==> config.mk <==
export PLATFORM = sky130hd
export DESIGN_NAME = lcd_ctrl
export DESIGN_NICKNAME = d
export VERILOG_FILES = /design/src/rtl/lcd_pkg.sv /design/src/rtl/lcd_timer.sv /design/src/rtl/lcd_ctrl.sv
export SDC_FILE = /design/constraint.sdc
export NUM_CORES = 1
export LEC_CHECK = 0
export ABC_AREA = 1
export ABC_CLOCK_PERIOD_IN_PS = 4400
export CAP_MARGIN = 40
export CORE_MARGIN = 2
export CORE_UTILIZATION = 59
export DETAILED_ROUTE_END_ITERATION = 7
export PLACE_DENSITY_LB_ADDON = 0.12
export SLEW_MARGIN = 20
export SYNTH_ARGS = -nofsm -noshare
export SYNTH_HDL_FRONTEND = slang
export SYNTH_HIERARCHICAL = 1
export SYNTH_SLANG_ARGS = --single-unit
==> constraint.sdc <==
create_clock -name i_clk -period 4.4 [get_ports i_clk]
set_clock_uncertainty 0.2 [all_clocks]
set_input_delay 0.66 -clock i_clk [delete_from_list [all_inputs] [get_ports i_clk]]
set_output_delay 0.66 -clock i_clk [all_outputs]
set_load 0.02 [all_outputs]
==> src/rtl/lcd_pkg.sv <==
// rtl/lcd_pkg.sv - shared types, init table and command classification for lcd_ctrl
package lcd_pkg;

  typedef enum logic [2:0] {
    ST_PWRUP,
    ST_IDLE,
    ST_SETUP,
    ST_EN_HI,
    ST_HOLD,
    ST_EXEC
  } lcd_state_e;

  localparam int INIT_LEN = 4;
  // Entry 0 is issued first: function set, display on, clear, entry mode.
  localparam logic [INIT_LEN-1:0][7:0] INIT_CMDS = {8'h06, 8'h01, 8'h0C, 8'h38};

  localparam int LCD_ON_BIT = 31;
  localparam int LCD_RS_BIT = 9;

  // Clear and home commands need the long execution wait.
  function automatic logic is_slow_cmd(input logic rs, input logic [7:0] data);
    return !rs && (data == 8'h01 || data == 8'h02 || data == 8'h03);
  endfunction

endpackage

==> src/rtl/lcd_timer.sv <==
// rtl/lcd_timer.sv - loadable down-counter with zero flag, saturating at 0
module lcd_timer #(
  parameter int           W       = 20,
  parameter logic [W-1:0] RST_VAL = '0
) (
  input  logic         i_clk,
  input  logic         i_reset,
  input  logic         i_load,
  input  logic [W-1:0] i_load_val,
  output logic         o_zero
);

  logic [W-1:0] cnt_q, cnt_d;

  always_comb begin
    cnt_d = cnt_q;
    if (i_load) begin
      cnt_d = i_load_val;
    end else if (cnt_q != '0) begin
      cnt_d = cnt_q - W'(1);
    end
  end

  always_ff @(posedge i_clk or negedge i_reset) begin
    if (!i_reset) begin
      cnt_q <= RST_VAL;
    end else begin
      cnt_q <= cnt_d;
    end
  end

  assign o_zero = (cnt_q == '0);

endmodule

==> src/rtl/lcd_ctrl.sv <==
// rtl/lcd_ctrl.sv - HD44780 write engine: power-up init, 1-entry pending buffer, bus timing
module lcd_ctrl
  import lcd_pkg::*;
#(
  parameter int SETUP_CYC = 4,
  parameter int EN_CYC    = 25,
  parameter int HOLD_CYC  = 2,
  parameter int EXEC_CYC  = 2500,
  parameter int CLR_CYC   = 82000,
  parameter int PWRUP_CYC = 750000
) (
  input  logic        i_clk,
  input  logic        i_reset,
  input  logic        i_wr,
  input  logic [31:0] i_lcd_reg,
  output logic [7:0]  o_lcd_data,
  output logic        o_lcd_rs,
  output logic        o_lcd_rw,
  output logic        o_lcd_en,
  output logic        o_lcd_on,
  output logic        o_busy,
  output logic        o_drop
);

  localparam int TW = (PWRUP_CYC < 1) ? 1 : $clog2(PWRUP_CYC + 1);

  // A state lasting N cycles is entered with the timer at N-1; 0 behaves as 1.
  function automatic logic [TW-1:0] ld_val(input int n);
    return (n <= 1) ? '0 : TW'(n - 1);
  endfunction

  localparam logic [TW-1:0] SETUP_LD = ld_val(SETUP_CYC);
  localparam logic [TW-1:0] EN_LD    = ld_val(EN_CYC);
  localparam logic [TW-1:0] HOLD_LD  = ld_val(HOLD_CYC);
  localparam logic [TW-1:0] EXEC_LD  = ld_val(EXEC_CYC);
  localparam logic [TW-1:0] CLR_LD   = ld_val(CLR_CYC);
  localparam logic [TW-1:0] PWRUP_LD = ld_val(PWRUP_CYC);
  localparam logic [2:0]    INIT_END = 3'(INIT_LEN);

  lcd_state_e  state_q, state_d;
  logic        cmd_rs_q, cmd_rs_d;
  logic [7:0]  cmd_data_q, cmd_data_d;
  logic [2:0]  init_idx_q, init_idx_d;
  logic        pend_valid_q, pend_valid_d;
  logic        pend_rs_q, pend_rs_d;
  logic [7:0]  pend_data_q, pend_data_d;
  logic        on_q, on_d;
  logic        drop_q, drop_d;

  logic          tmr_load;
  logic [TW-1:0] tmr_load_val;
  logic          tmr_zero;

  logic       wr_rs;
  logic [7:0] wr_data;
  logic       unused_reg_bits;

  assign wr_rs           = i_lcd_reg[LCD_RS_BIT];
  assign wr_data         = i_lcd_reg[7:0];
  assign unused_reg_bits = ^{i_lcd_reg[30:10], i_lcd_reg[8]};

  lcd_timer #(
    .W       (TW),
    .RST_VAL (PWRUP_LD)
  ) u_timer (
    .i_clk      (i_clk),
    .i_reset    (i_reset),
    .i_load     (tmr_load),
    .i_load_val (tmr_load_val),
    .o_zero     (tmr_zero)
  );

  always_comb begin
    state_d      = state_q;
    cmd_rs_d     = cmd_rs_q;
    cmd_data_d   = cmd_data_q;
    init_idx_d   = init_idx_q;
    pend_valid_d = pend_valid_q;
    pend_rs_d    = pend_rs_q;
    pend_data_d  = pend_data_q;
    on_d         = i_wr ? i_lcd_reg[LCD_ON_BIT] : on_q;
    drop_d       = 1'b0;
    tmr_load     = 1'b0;
    tmr_load_val = SETUP_LD;

    case (state_q)
      ST_PWRUP: begin
        if (tmr_zero) begin
          state_d    = ST_SETUP;
          tmr_load   = 1'b1;
          cmd_rs_d   = 1'b0;
          cmd_data_d = INIT_CMDS[0];
          init_idx_d = 3'd1;
        end
      end
      ST_IDLE: begin
        if (i_wr) begin
          state_d    = ST_SETUP;
          tmr_load   = 1'b1;
          cmd_rs_d   = wr_rs;
          cmd_data_d = wr_data;
        end
      end
      ST_SETUP: begin
        if (tmr_zero) begin
          state_d      = ST_EN_HI;
          tmr_load     = 1'b1;
          tmr_load_val = EN_LD;
        end
      end
      ST_EN_HI: begin
        if (tmr_zero) begin
          state_d      = ST_HOLD;
          tmr_load     = 1'b1;
          tmr_load_val = HOLD_LD;
        end
      end
      ST_HOLD: begin
        if (tmr_zero) begin
          state_d      = ST_EXEC;
          tmr_load     = 1'b1;
          tmr_load_val = is_slow_cmd(cmd_rs_q, cmd_data_q) ? CLR_LD : EXEC_LD;
        end
      end
      ST_EXEC: begin
        if (tmr_zero) begin
          if (init_idx_q != INIT_END) begin
            state_d    = ST_SETUP;
            tmr_load   = 1'b1;
            cmd_rs_d   = 1'b0;
            cmd_data_d = INIT_CMDS[init_idx_q[1:0]];
            init_idx_d = init_idx_q + 3'd1;
          end else if (pend_valid_q) begin
            state_d      = ST_SETUP;
            tmr_load     = 1'b1;
            cmd_rs_d     = pend_rs_q;
            cmd_data_d   = pend_data_q;
            pend_valid_d = 1'b0;
          end else begin
            state_d = ST_IDLE;
          end
        end
      end
      default: state_d = ST_PWRUP;
    endcase

    // Evaluated after any same-cycle consumption, so a freed slot is reused.
    if (i_wr && (state_q != ST_IDLE)) begin
      if (!pend_valid_d) begin
        pend_valid_d = 1'b1;
        pend_rs_d    = wr_rs;
        pend_data_d  = wr_data;
      end else begin
        drop_d = 1'b1;
      end
    end
  end

  always_ff @(posedge i_clk or negedge i_reset) begin
    if (!i_reset) begin
      state_q      <= ST_PWRUP;
      cmd_rs_q     <= 1'b0;
      cmd_data_q   <= 8'h00;
      init_idx_q   <= 3'd0;
      pend_valid_q <= 1'b0;
      pend_rs_q    <= 1'b0;
      pend_data_q  <= 8'h00;
      on_q         <= 1'b0;
      drop_q       <= 1'b0;
    end else begin
      state_q      <= state_d;
      cmd_rs_q     <= cmd_rs_d;
      cmd_data_q   <= cmd_data_d;
      init_idx_q   <= init_idx_d;
      pend_valid_q <= pend_valid_d;
      pend_rs_q    <= pend_rs_d;
      pend_data_q  <= pend_data_d;
      on_q         <= on_d;
      drop_q       <= drop_d;
    end
  end

  assign o_lcd_data = cmd_data_q;
  assign o_lcd_rs   = cmd_rs_q;
  assign o_lcd_rw   = 1'b0;
  assign o_lcd_en   = (state_q == ST_EN_HI);
  assign o_lcd_on   = on_q;
  assign o_busy     = (state_q != ST_IDLE);
  assign o_drop     = drop_q;

endmodule

==> metrics, run 1 <==
status finished, final reports clean; Reg-to-Reg Start u_timer/cnt_q[0]; CP max FO 25; metal3 WL 210 um; clock latency on the worst-skew pair 0.31 ns; WL final 6.73 mm; worst-case clock buffer depth 2; post-route minimum period 2.81 ns; Routed met2 length about 3.4 mm; ranking of synthesized cells by area dfrtp_1 27%, nand2_1 22%, dfstp_2 11%; Power Total 0.00109 W; Die Wd 77.0 um; Leak 1.76 nW; worst setup path startpoint u_timer/cnt_q[0]; Gate power share 21.9%; Area Overhead vs Synth 12.6%; postcts setup bufs 0; switching pwr 0.000356 W; distinct cell type count after synthesis 36; Clock transition at path regs 0.09 ns; cells along the critical path inv_1, ha_1, nand2_1, nor3_1, nand3_1, nor4_1, buf_4, inv_1, o22ai_1, buf_4, inv_1, nand2_8, inv_6, nand2_1, nand2_1; YS warnings 6; count leader, synth nand2_1; worst r2r path cells 15; vias in the first global route 2742; Clock Tree Root clkbuf_8; Core ar. 5140 um2; fin cells 542; Max IR drop VDD approximately 0.00016 V; Post-Syn Area 3150 um2; Max Used Layer met4; Synth Register Bits 47; EDFF count, synth 0; Worst path max stage delay roughly 0.38 ns; Yosys top cell area share between 20% and 30%; max-capacitance violation count 0; Post-synth ARST share 100%; post-route DRC violation count 0; Mean Syn Cell Area 7.18 um2; Initial Util 61.2%; startpoint types register; TritonCTS clock tree yes; worst path arrival time 2.81 ns; Worst Hold Class in2async; slowest CP cell dfstp_2; GRT Resource Usage Total 25.1%; Synth area leader dfrtp_1; area of the multi-input gates ~1700 um2; sequential share of the synthesized area 37.9%; number of diodes 0; Top Ports 49; Fillers roughly 500; post_cts resized 0; Critical Path Sink u_timer/cnt_q[18]; R2R Path End u_timer/cnt_q[18]; TritonCTS Buffers 5; pwr/cell area 309 nW/um2; Finished Core Util 68.9%; most common library cells after synthesis 184 x nand2_1, 34 x dfrtp_1, 34 x inv_1; Final Max Tran Viols 0; Tcrit/Tclk final 63.9%; total grt overflow 0; ANT nets after route 0; internal reg-to-reg setup slack ~1.6 ns; Final Hold Viols 0; Avg WL per Cell 12.4 um; largest net degree at the start of global routing 48; vias roughly 2700; setup TNS 0 ns; DRT Pass-1 Iters 4; M1 wire length about 3.0 mm; 1st-iter DRT viols 104; clock power share 25.2%; CP Capture Type register; Sequential Area 1190 um2; nets 511; die height 77.0 um; Int Pwr 0.000739 W; H-tree depth reported by CTS 2; Sw Ratio between 30% and 40%; critical path type reg2reg; first-pass GRT wire length between 10 and 15 mm; DP Wirelength 4.97 mm; RSZ-0062 raised after global routing no; GPL Wtd Cong 0.887; Port Buf Inserts 25; CP required 4.40 ns; final setup fails 0; initial antenna violation count 0; layout cells sized above 1 roughly 14%; row cnt 26; Max Freq roughly 360 MHz; Least-Margin Pin Slew 0.611 ns; Slew headroom 59.3%; Seq pwr share 52.9%; clock sink count 47; die area 5930 um2; DP Cell Count 534; CTS Hold Buffers Added 0; Via density between 5 and 6; Mapped Cells 438; ys flop type dfrtp_1
## cells by family (layout without fill, tap and decap cells)
group                    count (synthesis)  in the layout  share of synthesized area [%]
XOR/XNOR                                 6              6                           1.67
other                                    1             10                          0.119
AO/OA/AOI/OAI                           26             26                           4.53
AND/OR/NAND/NOR                        303            303                           46.1
adder cells (fa/ha/maj)                  5              5                           1.99
buffers and inverters                   50             75                           7.67
flip-flops                              47             47                           37.9
## state kept, by name (all words and copies together) (netlist names)
name and count:
state_q 3, u_timer/cnt_q 20, o_lcd_data 8, init_idx_q 3, pend_data_q 8, pend_valid_q 1, o_lcd_on 1, o_lcd_rs 1
o_drop 1, pend_rs_q 1
## final cells by class
cell class                      instances  share of cell area, %
Timing Repair Buffer                   28                   7.56
Tap cell                               70                   2.47
Sequential cell                        47                   33.7
Clock buffer                            7                   2.44
Inverter                               39                   4.34
Clock inverter                          1                  0.247
Multi-Input combinational cell        350                   49.3
## cells in the final DEF (no fill, tap or decap), types with 2 or more instances in the layout
master / n
nor2_1: 31
inv_1: 34
inv_2: 3
clkdlybuf4s50_1: 24
o21ai_2: 2
o22ai_1: 2
o21ai_1: 6
ha_1: 5
a21oi_1: 5
buf_4: 3
conb_1: 10
nor2_2: 7
nand3_4: 4
nand3b_1: 5
nand2_2: 10
nor2_4: 8
dfstp_2: 13
xor2_1: 5
nand4_1: 16
nand3_1: 28
dfrtp_1: 34
nor3_1: 3
nand2_1: 184
nand2_4: 2
clkbuf_8: 6
o21ai_0: 10
## layer usage
layer | up-vias | global-route usage (%)
met2 | 52 | 44.7
met3 | 10 | 3.53
met5 | - | 0
li1 | 1440 | -
met1 | 1240 | 31.2
met4 | 0 | 8.75
## worst min-delay path by stage
stage,from,endpoint,cells after the start
2_1_floorplan,i_reset,init_idx_q[0],0
5_1_grt,i_reset,init_idx_q[2],2
4_1_cts,i_reset,state_q[2],2
3_5_place_dp,pend_data_q[1],pend_data_q[1],2
3_3_place_gp,pend_data_q[1],pend_data_q[1],2
6_report,i_reset,state_q[0],2
## per-stage QoR
| step | setup WS (ns) | hold WS (ns) | area [um2] |
|---|---|---|---|
| floorplan | 1.78 | 0.164 | 3180 |
| global placement | 1.66 | 0.254 | 3450 |
| detailed placement | 1.61 | 0.260 | 3450 |
| CTS | 1.59 | 0.258 | 3540 |
| global route | 1.37 | 0.294 | 3540 |
| finish | 1.59 | 0.242 | 3540 |
## worst max-delay path: cells and delay by family, from the launching register on
family                     cells  cell delay (ns)
buffers and inverters          6             1.00
DFF                            1             0.38
AOI/OAI and AO/OA              1             0.20
adders and majority gates      1             0.19
and+or+nand+nor                7             0.74
## power groups by stage
stage               logic, W  registers [W]  clock network, W
floorplan           0.000171       0.000581                 0
global route        0.000275       0.000587          0.000298
global placement    0.000234       0.000585                 0
CTS                 0.000242       0.000579          0.000286
detailed placement  0.000241       0.000587                 0
finish              0.000240       0.000579          0.000276
Power figures use the tool's default switching activity.
==> inputs of run 2 (changes only) <==
Settings changed: ABC_CLOCK_PERIOD_IN_PS 4400 to 2500, CORE_UTILIZATION 59 to 49.
Clock period 4.4 ns to 2.5 ns, I/O delays scaled along.
==> run 2 against run 1 <==
- register-to-register slack lost 1.4 ns
- largest power group unchanged
- setup slack lost 1.4 ns
- via count grew 1.5%
- clock-buffer cell count shrank 2
- highest routed layer unchanged
==> metrics, run 2 (synthesis results as in run 1) <==
status finished, final reports clean; Final Hold Viols 0; Slew headroom 59.8%; max reg flops 20; final setup fails 0; critical path type reg2out; Least-Margin Pin Slew between 0.6 and 0.7 ns; CP max FO 10; max-capacitance violation count 0; GRT Resource Usage Total around a fifth; DP Wirelength 5.07 mm; Worst path max stage delay roughly 0.63 ns; post-route DRC violation count 0; largest net degree at the start of global routing 48; Max IR drop VDD roughly 0.00038 V; Via density 4.98; WL final 7.03 mm; fin cells 559; clock latency on the worst-skew pair 0.31 ns; CP required 1.92 ns; Worst Hold Class reg2reg; Buf+Inv Stages, Crit Path 2; worst-case clock buffer depth 2; die area 7080 um2; Area Overhead vs Synth 16.1%; first-pass GRT wire length 12.1 mm; vias roughly 2800; most frequent cells in the layout 183 x nand2_1, 33 x inv_1, 32 x dfrtp_1; worst path arrival time 1.77 ns; global route hottest layer met2; cells along the critical path inv_1, nor2_2, nand2_2, clkdlybuf4s50_1; TritonCTS Buffers 5; Final Max Tran Viols 0; met2 Usage GRT between 30% and 40%; initial antenna violation count 0; Max Freq 426 MHz; Tcrit/Tclk final 94.0%; Fillers about 620; vias in the first global route 2703; number of diodes 0; total grt overflow 0; clock sink count 47; largest reg by FF count u_timer/cnt_q; most common cell after layout, fill and taps aside nand2_1; Leak 1.81 nW; ANT nets after route 0; met3 GRT Util 3.44%; layout cells sized above 1 17.2%; GPL Wtd Cong 0.848; slowest CP cell clkdlybuf4s50_1; die height 84.1 um; Initial Util approximately half; nets between 500 and 600; Top Ports 49; CP Capture Type output port; pwr/cell area 527 nW/um2; CP delay by family, top buffers and inverters; Port Buf Inserts 25; Die Wd about 84 um; Core ar. 6280 um2; TritonCTS clock tree yes; DRT Pass-1 Iters 4; Clock Tree Root clkbuf_8; setup TNS 0 ns; RSZ-0062 raised after global routing no; row cnt 29; M1 GR Usage 25.0%; 1st-iter DRT viols 158; startpoint types register; DP Cell Count 544; Avg WL per Cell 12.6 um; post-route minimum period between 2 and 2.5 ns; H-tree depth reported by CTS 2; Clock transition at path regs 0.09 ns
[run 2: cell types whose count changed in the layout (fill, tap and decap cells not counted), moves of 2 or more]
| cell | before | now |
|---|---|---|
| buf_4 | 3 | 9 |
| clkinvlp_4 | 0 | 2 |
| dfrtp_1 | 34 | 32 |
| dfrtp_2 | 0 | 2 |
[run 2: area by class of cell]
cell class | instances | area [um2] | share of cell area [%]
clock buffer | 5 | 68.8 | 1.88
sequential | 47 | 1190 | 32.7
clock inverter | 3 | 20.0 | 0.548
inverter | 39 | 154 | 4.21
timing repair buffer | 37 | 339 | 9.28
multi-input combinational | 351 | 1780 | 48.8
tap | 77 | 96.3 | 2.64
[run 2: worst paths after layout]
kind                                  start                end  slack [ns]  cells after the start
hold / removal                    pend_rs_q          pend_rs_q        0.28                      2
hold reg to reg                   pend_rs_q          pend_rs_q        0.28                      2
setup reg to reg           u_timer/cnt_q[1]     pend_data_q[3]        0.22                     14
setup / recovery                 state_q[0]             o_busy        0.15                      4
max in group asynchronous           i_reset         state_q[0]        1.18                      3
min in group asynchronous           i_reset  u_timer/cnt_q[18]        0.49                      3
[run 2: power breakdown]
| part | total, W | internal (W) | switching [W] | leakage [nW] |
|---|---|---|---|---|
| logic | 0.000434 | 0.000174 | 0.000261 | 1.19 |
| clock network | 0.000472 | 0.000195 | 0.000276 | 0.0402 |
| registers | 0.00102 | 0.000901 | 0.000118 | 0.578 |
[run 2: metal layers]
| metal | wire, um | vias to the layer above |
|---|---|---|
| met5 | 0 | - |
| met4 | 119 | 0 |
| met3 | 199 | 11 |
| met2 | 3680 | 44 |
| met1 | 3030 | 1265 |
| li1 | - | 1464 |
[run 2: what timing repair did]
item / in CTS / in global routing
endpoints found under the setup margin: 0 / 22
resized for setup: 0 / 8
endpoints found under the hold margin: 34 / 0
hold buffers: 1 / 0
buffers inserted: 0 / 4
[run 2: through the flow]
step	total power (W)	instance area, um2	setup slack (ns)	util (%)	hold slack, ns
finish	0.00193	3650	0.151	58.2	0.279
global route	0.00204	3650	0.00884	58.2	0.306
CTS	0.00193	3580	0.0542	57.1	0.282
detailed placement	0.00146	3490	0.115	55.5	0.259
global placement	0.00145	3490	0.162	55.5	0.253
floorplan	0.00132	3190	0.0587	-	-0.121
[run 2: worst min-delay path, stage by stage, from the launching register on]
cell and delay [ns]:
dfrtp_1 0.36, nand2_1 0.05, nand2_1 0.04
==> inputs of run 3 (changes only) <==
Settings changed: CORE_UTILIZATION 49 to 48, SYNTH_HIERARCHICAL 1 to unset.
==> run 3 against run 2 <==
- register-to-register slack gained 0.20 ns
- flip-flop and latch count stayed put
- global-route usage up 0.77 points
- sequential power shrank 25%
- worst hold slack better by 0.0053 ns
- via count is 12% lower
- sequential share of layout area up 3.9 points
- utilization up 0.16 points
- highest routed layer unchanged
==> metrics, run 3 <==
Mapped Nets 412; Post-Syn Area 2820 um2; CP delay by family, top buffers and inverters; most common cell after layout, fill and taps aside nand2_1; global route hottest layer met2; Mapped Cells ~370; setup TNS 0 ns; status finished, final reports clean; distinct cell type count after synthesis 38; GPL Wtd Cong around 0.93; RSZ-0062 raised after global routing no; Area Overhead vs Synth 15.4%; die height 80.6 um; Least-Margin Pin Slew 0.642 ns; most common library cells after synthesis 109 x nand2_1, 47 x nor2_1, 35 x inv_1; final worst setup slack 0.381 ns; Port Buf Inserts 25; vias approximately 2400; clock sink count 47; largest net degree at the start of global routing 24; Power Total roughly 0.0014 W; slowest CP cell clkdlybuf4s50_1; cells along the critical path nor2_1, clkdlybuf4s50_1; max-capacitance violation count 0; largest reg by FF count u_timer.cnt_q; met2 Usage GRT 38.1%; Worst path max stage delay 0.60 ns; Leak 1.55 nW; post-route DRC violation count 0; row cnt 27; ANT nets after route 0; final setup fails 0; Final Max Tran Viols 0; pwr/cell area 432 nW/um2; Via density 5.15; Clock Tree Root clkbuf_8; Yosys top cell area share 30.2%; Top Ports 49; clock latency on the worst-skew pair 0.31 ns; Core ar. 5570 um2; GRT Resource Usage Total 21.5%; Max IR drop VDD 0.000259 V; Worst Hold Class reg2reg; M1 GR Usage around a quarter; vias in the first global route 2294; met3 GRT Util 3.71%; Post-synth ARST share 100%; postcts setup bufs 0; ys flop type dfrtp_1; Mean Syn Cell Area 7.58 um2; initial antenna violation count 0; Die Wd 80.6 um; most frequent cells in the layout 109 x nand2_1, 47 x nor2_1, 35 x inv_1; Synth area leader dfrtp_1; max reg flops 20; TritonCTS clock tree yes; first-pass GRT wire length ~11 mm; CP Capture Type output port; startpoint types register; CP max FO 8; Slew headroom 56.9%; TritonCTS Buffers 5; DRT Pass-1 Iters 4; sequential share of the synthesized area between 40% and 50%; post-route minimum period 2.12 ns; DP Wirelength 4.79 mm; YS warnings 0; nets ~440; critical path type reg2out; EDFF count, synth 0; total grt overflow 0; Clock transition at path regs 0.10 ns; Tcrit/Tclk final 84.8%; count leader, synth nand2_1; WL final about 6.3 mm; ranking of synthesized cells by area dfrtp_1 30%, nand2_1 15%, dfstp_2 12%; Max Freq 472 MHz; layout cells sized above 1 13.4%; Avg WL per Cell 13.3 um; Initial Util 50.6%; worst-case clock buffer depth 2; pre-CTS WS 0.418 ns; Buf+Inv Stages, Crit Path 1; number of diodes 0; worst path arrival time 1.54 ns; die area between 6000 and 7000 um2; Synth Register Bits 47; H-tree depth reported by CTS 2; CP required 1.92 ns; Final Hold Viols 0; 1st-iter DRT viols between 90 and 100
[run 3: cell count changes after synthesis, moves of 5 or more]
| cell | previous run | this run |
|---|---|---|
| a21oi_1 | 5 | 14 |
| nor2_1 | 31 | 47 |
| nand2_1 | 184 | 109 |
| nand4_1 | 16 | 2 |
| nand2_2 | 10 | 5 |
[run 3: path summary, 6_finish.rpt]
check / start / endpoint / slack, ns / depth (start not counted)
max: state_q[2] / o_lcd_en / 0.38 / 2
min: pend_data_q[5] / pend_data_q[5] / 0.28 / 2
max reg2reg: u_timer.cnt_q[0] / o_lcd_data[2] / 0.42 / 10
min reg2reg: pend_data_q[5] / pend_data_q[5] / 0.28 / 2
max in group asynchronous: i_reset / u_timer.cnt_q[17] / 1.11 / 3
min in group asynchronous: i_reset / u_timer.cnt_q[4] / 0.36 / 2
[run 3: what timing repair did]
item | CTS | global route
gates resized for setup | 0 | 1
hold buffers | 1 | 0
endpoints found under the setup margin | 0 | 1
hold endpoints to repair | 13 | 0
[run 3: cell type report]
cell class	instances	area [um2]
Clock buffer	5	68.8
Inverter	40	155
Timing Repair Buffer	28	273
Fill cell	545	2320
Tap cell	72	90.1
Multi-Input combinational cell	280	1430
Sequential cell	47	1190
Clock inverter	3	46.3
[run 3: logic make-up (layout without fill, tap and decap cells)]
group	after synthesis	after routing	share of synthesized area [%]
AO/OA/AOI/OAI	46	46	9.45
XOR/XNOR	10	10	3.11
adder cells (fa/ha/maj)	5	5	2.22
buffers and inverters	45	76	7.01
flip-flops	47	47	42.3
other	1	1	0.133
AND/OR/NAND/NOR	218	218	35.8
[run 3: worst register-to-register path, stage by stage, from the launching register on]
cell and delay (ns):
dfstp_2 0.55, inv_1 0.07, ha_1 0.24, nand2_1 0.08
nor2_1 0.06, nand3_4 0.17, nand2_1 0.11, nand2_2 0.24
inv_1 0.12, nand2_1 0.09, nand2_1 0.05
[run 3: metal layers]
layer	routed length [um]	part of all wire [%]	vias up
met5	0	0	-
met1	2820	45	1144
met4	124	2.0	0
li1	-	-	1252
met3	185	2.9	10
met2	3170	50	41
[run 3: where the power goes]
group	switching [W]	leakage [nW]	internal, W
sequential	0.00000105	0.576	0.000763
combinational	0.0000317	0.916	0.0000247
clock	0.000284	0.0548	0.000302
[run 3: per-stage QoR]
stage               cells  cell area, um2  util (%)  hold WS [ns]
global route          475            3250      58.4         0.306
finish                475            3250      58.4         0.284
detailed placement    466            3130      56.1         0.182
CTS                   475            3250      58.3         0.284
global placement      466            3130      56.1         0.179
floorplan             372            2820         -        -0.121
